File: src/rtl/const_sched.sv
// rtl/const_sched.sv - constant ROM sequencer and round-robin arbiter; preload into RAM enabled by CONST_PRELOAD_EN
module const_sched #(
  parameter int RAM_AW   = 6,
  parameter int RAM_BASE = 0
) (
  input  logic              clk,
  input  logic              reset,
  input  logic              start,
  output logic              busy,
  output logic              done,
  input  logic              req0,
  input  logic              req1,
  input  logic [2:0]        sel0,
  input  logic [2:0]        sel1,
  output logic              gnt0,
  output logic              gnt1,
  output logic              vld0,
  output logic              vld1,
  output logic              err,
  output logic [197:0]      data_out,
  output logic [5:0]        const_addr,
  input  logic [197:0]      const_out,
  input  logic              const_eff,
  output logic              ram_we,
  output logic [RAM_AW-1:0] ram_waddr,
  output logic [197:0]      ram_wdata
);

  typedef enum logic [1:0] {IDLE, PRELOAD, ARB} state_t;

  state_t state;
  logic   ptr;
  logic   arb_ok;

  // Indices 0..4 map to one-hot ROM rows; 5..7 select the empty row 0.
  function automatic logic [5:0] idx2addr(input logic [2:0] idx);
    case (idx)
      3'd0:    idx2addr = 6'd1;
      3'd1:    idx2addr = 6'd2;
      3'd2:    idx2addr = 6'd4;
      3'd3:    idx2addr = 6'd8;
      3'd4:    idx2addr = 6'd16;
      default: idx2addr = 6'd0;
    endcase
  endfunction

  // Grants are only handed out outside preload, and never while reset holds.
  assign arb_ok = (state != PRELOAD) && !reset;

  // Round-robin grant: a lone requester wins, a tie goes to the pointer's client.
  always_comb begin
    gnt0 = 1'b0;
    gnt1 = 1'b0;
    if (arb_ok) begin
      if (req0 && (!req1 || !ptr)) gnt0 = 1'b1;
      else if (req1)               gnt1 = 1'b1;
    end
  end

  // Pointer moves to the client that did not just win; valids follow grants by one ROM cycle.
  always_ff @(posedge clk or posedge reset) begin
    if (reset) begin
      ptr  <= 1'b0;
      vld0 <= 1'b0;
      vld1 <= 1'b0;
    end else begin
      vld0 <= gnt0;
      vld1 <= gnt1;
      if (gnt0)      ptr <= 1'b1;
      else if (gnt1) ptr <= 1'b0;
    end
  end

  assign err      = (vld0 | vld1) & ~const_eff;
  assign data_out = const_out;

`ifdef CONST_PRELOAD_EN
  logic [2:0] cnt;
  logic       issue;
  logic       tag_vld;
  logic [2:0] tag_idx;

  assign issue = (state == PRELOAD) && (cnt < 3'd5);

  // Preload issue takes the ROM port; otherwise the granted client's index drives it.
  always_comb begin
    const_addr = 6'd0;
    if (issue)     const_addr = idx2addr(cnt);
    else if (gnt0) const_addr = idx2addr(sel0);
    else if (gnt1) const_addr = idx2addr(sel1);
  end

  // Preload sequencer: walk indices 0..4, tag each issue so the next cycle writes the ROM data to RAM.
  always_ff @(posedge clk or posedge reset) begin
    if (reset) begin
      state   <= IDLE;
      cnt     <= 3'd0;
      tag_vld <= 1'b0;
      tag_idx <= 3'd0;
      done    <= 1'b0;
    end else begin
      done    <= 1'b0;
      tag_vld <= issue;
      if (issue) tag_idx <= cnt;
      case (state)
        IDLE, ARB: begin
          if (start) begin
            state <= PRELOAD;
            cnt   <= 3'd0;
          end
        end
        PRELOAD: begin
          if (cnt == 3'd5) begin
            state <= ARB;
            done  <= 1'b1;
            cnt   <= 3'd0;
          end else begin
            cnt <= cnt + 3'd1;
          end
        end
        default: state <= IDLE;
      endcase
    end
  end

  assign busy      = (state == PRELOAD);
  assign ram_we    = tag_vld;
  assign ram_waddr = RAM_AW'(RAM_BASE) + RAM_AW'(tag_idx);
  assign ram_wdata = const_out;
`else
  logic unused_ok;

  // Arbitration only: the ROM port follows the granted client.
  always_comb begin
    const_addr = 6'd0;
    if (gnt0)      const_addr = idx2addr(sel0);
    else if (gnt1) const_addr = idx2addr(sel1);
  end

  assign state     = IDLE;
  assign busy      = 1'b0;
  assign done      = 1'b0;
  assign ram_we    = 1'b0;
  assign ram_waddr = '0;
  assign ram_wdata = '0;
  assign unused_ok = start ^ (^(RAM_AW'(RAM_BASE)));
`endif

endmodule
File: config.mk
export PLATFORM = sky130hd
export DESIGN_NAME = const_sched
export DESIGN_NICKNAME = d
export VERILOG_FILES = /design/src/rtl/const_sched.sv
export SDC_FILE = /design/constraint.sdc
export NUM_CORES = 1
export LEC_CHECK = 0
export CAP_MARGIN = 25
export CELL_PAD_IN_SITES_DETAIL_PLACEMENT = 1
export CELL_PAD_IN_SITES_GLOBAL_PLACEMENT = 2
export CORE_AREA = 2 2 241 243
export CTS_CLUSTER_DIAMETER = 80
export DETAILED_ROUTE_END_ITERATION = 8
export DIE_AREA = 0 0 243 245
export PLACE_DENSITY = 0.7
export SETUP_SLACK_MARGIN = 0.3
export SLEW_MARGIN = 10
export SYNTH_ARGS = -nofsm -noshare
export SYNTH_HDL_FRONTEND = slang
export SYNTH_SLANG_ARGS = --single-unit
File: constraint.sdc
create_clock -name clk -period 1.2 [get_ports clk]
set_input_delay 0.24 -clock clk [delete_from_list [all_inputs] [get_ports clk]]
set_output_delay 0.24 -clock clk [all_outputs]
set_load 0.05 [all_outputs]
* Yosys cells after proc, flatten, opt, wreduce, memory -nomap -nowiden
Cells that the tools add are included.
** Word-level totals
- Flip-flop bits (word level) :: 3
- Bits of input ports :: 210
- Output and inout bits :: 416
- Logic and storage cells :: 32
** Operators by class
- Equality and inequality tests :: 8
- Multiplexer cells :: 11
- Bitwise logic cells :: 3
- Reductions and logical operators :: 7
** Operators by type and width (count)
- 5-bit case mux with 5 select lines :: 2
- 3-bit by 2-bit equality test with 1-bit output, second input constant :: 4
- 1-bit two-way mux :: 7
- 3-bit by 1-bit equality test with 1-bit output, second input constant :: 2
- 3-bit equality test, second input constant :: 2
- 3-bit logical NOT :: 2
- 6-bit two-way mux :: 1
- 5-bit two-way mux :: 1
- 1-bit logical NOT :: 2
- 2-bit nonzero test :: 1
- 1-bit bitwise AND :: 1
- 1-bit logical AND :: 1
- 1-bit logical OR :: 1
- 1-bit inverter :: 1
- 1-bit OR :: 1

* Depth between registers and ports, before layout
- Word-level depth :: 7
- Gate-level depth with buffers :: 3
- Depth with buffers taken out :: 3

* Worst setup path after synthesis
Ideal clock, no wire load.
- Kind :: register to output
- Start point :: reg ptr
- End point :: out const_addr[3]
- Arrival :: 1425 ps
- Data required time :: 960 ps
- Setup slack :: -465 ps
- Stages on the path, launching flop included :: 4
- Path buffers :: 0
- Cells stage by stage :: dfrtp_1 -> nand2_1 -> nand4b_1 -> o22ai_1
** Between the ends
- Cells in the longest elaborated chain, start to end :: 7
- Elaborated cells on any way between the ends :: 9
- Classes of those cells :: mux (6); reduce/logical (3)
** RTL lines
- start, declared :: line 32 : logic ptr;
- start signal, assigned :: line 63 : ptr <= 1'b0;
- start signal, assigned :: line 69 : if (gnt0) ptr <= 1'b1;
- start signal, assigned :: line 70 : else if (gnt1) ptr <= 1'b0;
- 1-bit logical NOT (*) :: line 55 : if (req0 && (!req1 || !ptr)) gnt0 = 1'b1;
- 1-bit logical OR (*) :: line 55
- 1-bit logical AND (*) :: line 55
- 1-bit two-way mux :: line 55
- 1-bit two-way mux :: line 54 : if (arb_ok) begin
- 5-bit two-way mux :: line 137 : else if (gnt1) const_addr = idx2addr(sel1);
- 6-bit two-way mux (*) :: line 136 : if (gnt0) const_addr = idx2addr(sel0);
- end, declared :: line 21 : output logic [5:0] const_addr,
Every way passes the cells marked *; elsewhere a longest branch is shown, timed or not.

* Worst setup path in the final report
- Start point :: reg ptr
- End point :: out gnt0
** Between the ends
- Cells in the longest elaborated chain, start to end :: 5
** RTL lines
- 1-bit logical NOT :: line 55
- 1-bit logical OR :: line 55
- 1-bit logical AND :: line 55
- 1-bit two-way mux :: line 55
- 1-bit two-way mux :: line 54
- end, declared :: line 15 : output logic gnt0,
No other way between the ends.

==> impl_metrics.json <==
{
  "status": "complete, but fails checks",
  "failed_checks": "negative setup slack",
  "firstDrtPassIters": 3,
  "io_pins": 626,
  "yosys_warnings": 0,
  "cp.arrival_ns": 1.36,
  "syn_to_final_growth_pct": -20.37,
  "ys_seq_elements": 3,
  "io_buffers": 20,
  "clock.fmax_mhz": 625.2,
  "drcViolationCount": 0,
  "grt_pass1_vias": 1064,
  "rsz0062_at_grt": "true",
  "finalHoldViolCount": 0,
  "dieArea_sq_um": 59540,
  "postPlaceCellArea_sq_um": 2436,
  "cp_data_required_time_ns": 0.96,
  "yosysUniqueCellTypes": 20,
  "grt_use_met3": 0.02952,
  "tns_ns": -2.438,
  "wl_microns": 10100,
  "die_w_microns": 243,
  "end_kind": "output port",
  "n_fill_cell": 6975,
  "leakagePower_nw": 1.051,
  "ys_seq_area_frac": 0.02272,
  "coreArea_sq_um": 57030,
  "avgViaCountPerCell": 1.255,
  "syn_avg_cell_area_sq_um": 7.476,
  "syn_inst": 442,
  "cts_sinks": 3,
  "clock-root-buffer": "clkbuf_16",
  "top_usage_layer": "met4",
  "setup_viol": 9,
  "fin_hold_ws_ns": 0.1140,
  "drive_above_1_share": 0.1667,
  "cts.clk_slew.worst_paths_ns": 0.04,
  "hold_class": "in -> async",
  "critical_path.max_fanout": 3,
  "comb_power_share": 0.728,
  "avgRoutedWirePerCell_microns": 9.650,
  "antenna_cells": 0,
  "cts_tree": "built",
  "internal-power_mw": 0.7516,
  "r2r-start": "ptr$_DFFE_PP0P_",
  "peakVddDrop_uv": 753.3,
  "p_sw_frac": 0.7008,
  "antenna_found_initial": 0,
  "htree_levels": 1,
  "worstSetupPathType": "reg -> out",
  "power.switching_mw": 1.760,
  "final_area_sq_um": 2631,
  "power_mw": 2.512,
  "syn-cell-area_sq_um": 3304,
  "final_nets": 493,
  "clkPwrFrac": 0.222,
  "dp_hpwl_microns": 8527,
  "cts_buffer_depth": 2,
  "skew_ns": 0.006392,
  "min_period_over_period": 1.333,
  "drt_iter0_markers": 7,
  "numCtsBuffers": 3,
  "worst_slack_ns": -0.3996,
  "ant_nets": 0,
  "reg2reg_depth": 6,
  "r2r_slack_ns": -0.03,
  "gr-total-overflow": 0,
  "track_usage": 0.02860,
  "grt_use_met2": 0.04076,
  "clock_latency_ns": 0.23,
  "fin_crit_ns": 1.600,
  "grt_pass1_wl_microns": 10930,
  "slew_viol_final": 0,
  "die_height_microns": 245,
  "pwr-share-seq": 0.051,
  "crit_path_start_kind": "flip-flop",
  "initial_core_util": 0.05794,
  "vias": 1314,
  "rows": 88,
  "power_density_nw_per_um2": 954.5,
  "grt_max_degree": 7,
  "routabilityCongestion": 0.6186,
  "timing.rr.end": "vld0$_DFF_PP0_",
  "max_cap_viol_count": 0,
  "met1_usage": 0.007918
}
power by group through the flow:
stage	clock network [mW]	logic [mW]	registers [mW]
detailed placement	0	1.72	0.128
global route	0.576	1.87	0.130
CTS	0.569	1.75	0.126
global placement	0	1.70	0.127
finish	0.557	1.83	0.127
floorplan	0	3.84	0.143
worst max-delay path, stage by stage, from the launching register on:
cell and delay [ns]:
dfrtp_1 0.40, buf_4 0.15, buf_6 0.11, buf_6 0.13
a21oi_4 0.18, buf_12 0.16
flip-flops by register name, indices dropped and copies added, names as in the netlist:
register	cells
vld1	1
ptr	1
vld0	1
metal layers:
layer / part of all wire / vias to the layer above
met5: 0 / -
met4: 0.22 / 0
met3: 0.26 / 158
met2: 0.42 / 288
met1: 0.094 / 459
li1: - / 409
timing repair:
action                     CTS  global route
setup buffers                5             3
setup endpoints to repair   13            13
cloned                       0             0
gates resized for setup     22             7
pin swaps                    6             5
hold buffers                 0             0
cell usage in the layout (no fill, tap or decap):
cell | Yosys | routed
a21o_4 | 0 | 1
a21oi_4 | 0 | 1
and2b_1 | 1 | 1
buf_12 | 0 | 10
buf_4 | 406 | 8
buf_6 | 0 | 7
clkbuf_1 | 0 | 1
clkbuf_16 | 0 | 3
clkdlybuf4s15_1 | 0 | 1
clkinvlp_4 | 0 | 1
conb_1 | 1 | 208
dfrtp_1 | 3 | 1
dfrtp_2 | 0 | 2
dlygate4sd2_1 | 0 | 9
inv_1 | 4 | 3
nand2_1 | 5 | 3
nand2_2 | 0 | 1
nand2_4 | 0 | 1
nand2b_1 | 2 | 1
nand2b_2 | 0 | 1
nand3b_1 | 2 | 2
nand4_1 | 1 | 1
nand4b_1 | 1 | 1
nor2_1 | 5 | 3
nor2_4 | 0 | 2
o21ai_4 | 0 | 2
o22ai_4 | 0 | 4
or2_4 | 0 | 1
or3_4 | 0 | 1
or3b_4 | 0 | 1
synth_stat cells:
cell / count / area (sq um)
buf_4: 406 / 3048
o21ai_0: 1 / 5.000
o22ai_1: 3 / 18.77
conb_1: 1 / 3.750
or3_1: 1 / 6.260
o22ai_2: 1 / 12.51
nor2_1: 5 / 18.77
or3b_1: 1 / 8.760
o21ai_1: 1 / 5.000
nand3b_1: 2 / 15.01
a21oi_1: 1 / 5.000
dfrtp_1: 3 / 75.07
nand2b_1: 2 / 12.51
or2_2: 1 / 6.260
nand2_1: 5 / 18.77
a21o_1: 1 / 7.510
inv_1: 4 / 15.01
and2b_1: 1 / 7.510
nand4_1: 1 / 6.260
nand4b_1: 1 / 8.760
logic make-up (layout without fill, tap and decap cells):
logic type | count (synthesis) | count (layout) | synth area share
buffers and inverters | 410 | 43 | 0.9269
and+or+nand+nor | 20 | 20 | 0.03295
AOI/OAI and AO/OA | 8 | 8 | 0.01628
DFF | 3 | 3 | 0.02272
other | 1 | 208 | 0.001135
area by class of cell:
cell class / instances / area (sq um) / area share
timing repair buffer: 35 / 427.9 / 0.1626
sequential: 3 / 77.57 / 0.02948
multi-input combinational: 236 / 1071 / 0.4070
inverter: 4 / 18.77 / 0.007133
tap: 765 / 957.2 / 0.3638
clock buffer: 4 / 78.83 / 0.02996
how the worst max path moves through the flow:
stage	start	endpoint	slack, ns	cells past startpoint
floorplan	ptr$_DFFE_PP0P_	const_addr[2]	-0.16	3
global placement	reset	const_addr[2]	-0.61	5
detailed placement	reset	const_addr[2]	-0.70	5
CTS	ptr$_DFFE_PP0P_	const_addr[2]	-0.39	5
global route	ptr$_DFFE_PP0P_	gnt0	-0.44	5
finish	ptr$_DFFE_PP0P_	gnt0	-0.40	5
per-stage QoR:
step	utilization	std cells	worst slack (ns)
after floorplan	-	649	-0.1599
after global placement	0.04271	1035	-0.6084
after detailed placement	0.04271	1035	-0.6994
after CTS	0.04524	1044	-0.3948
after global routing	0.04613	1047	-0.4404
final	0.04613	1047	-0.3996
(Power assumes the default switching activity.)
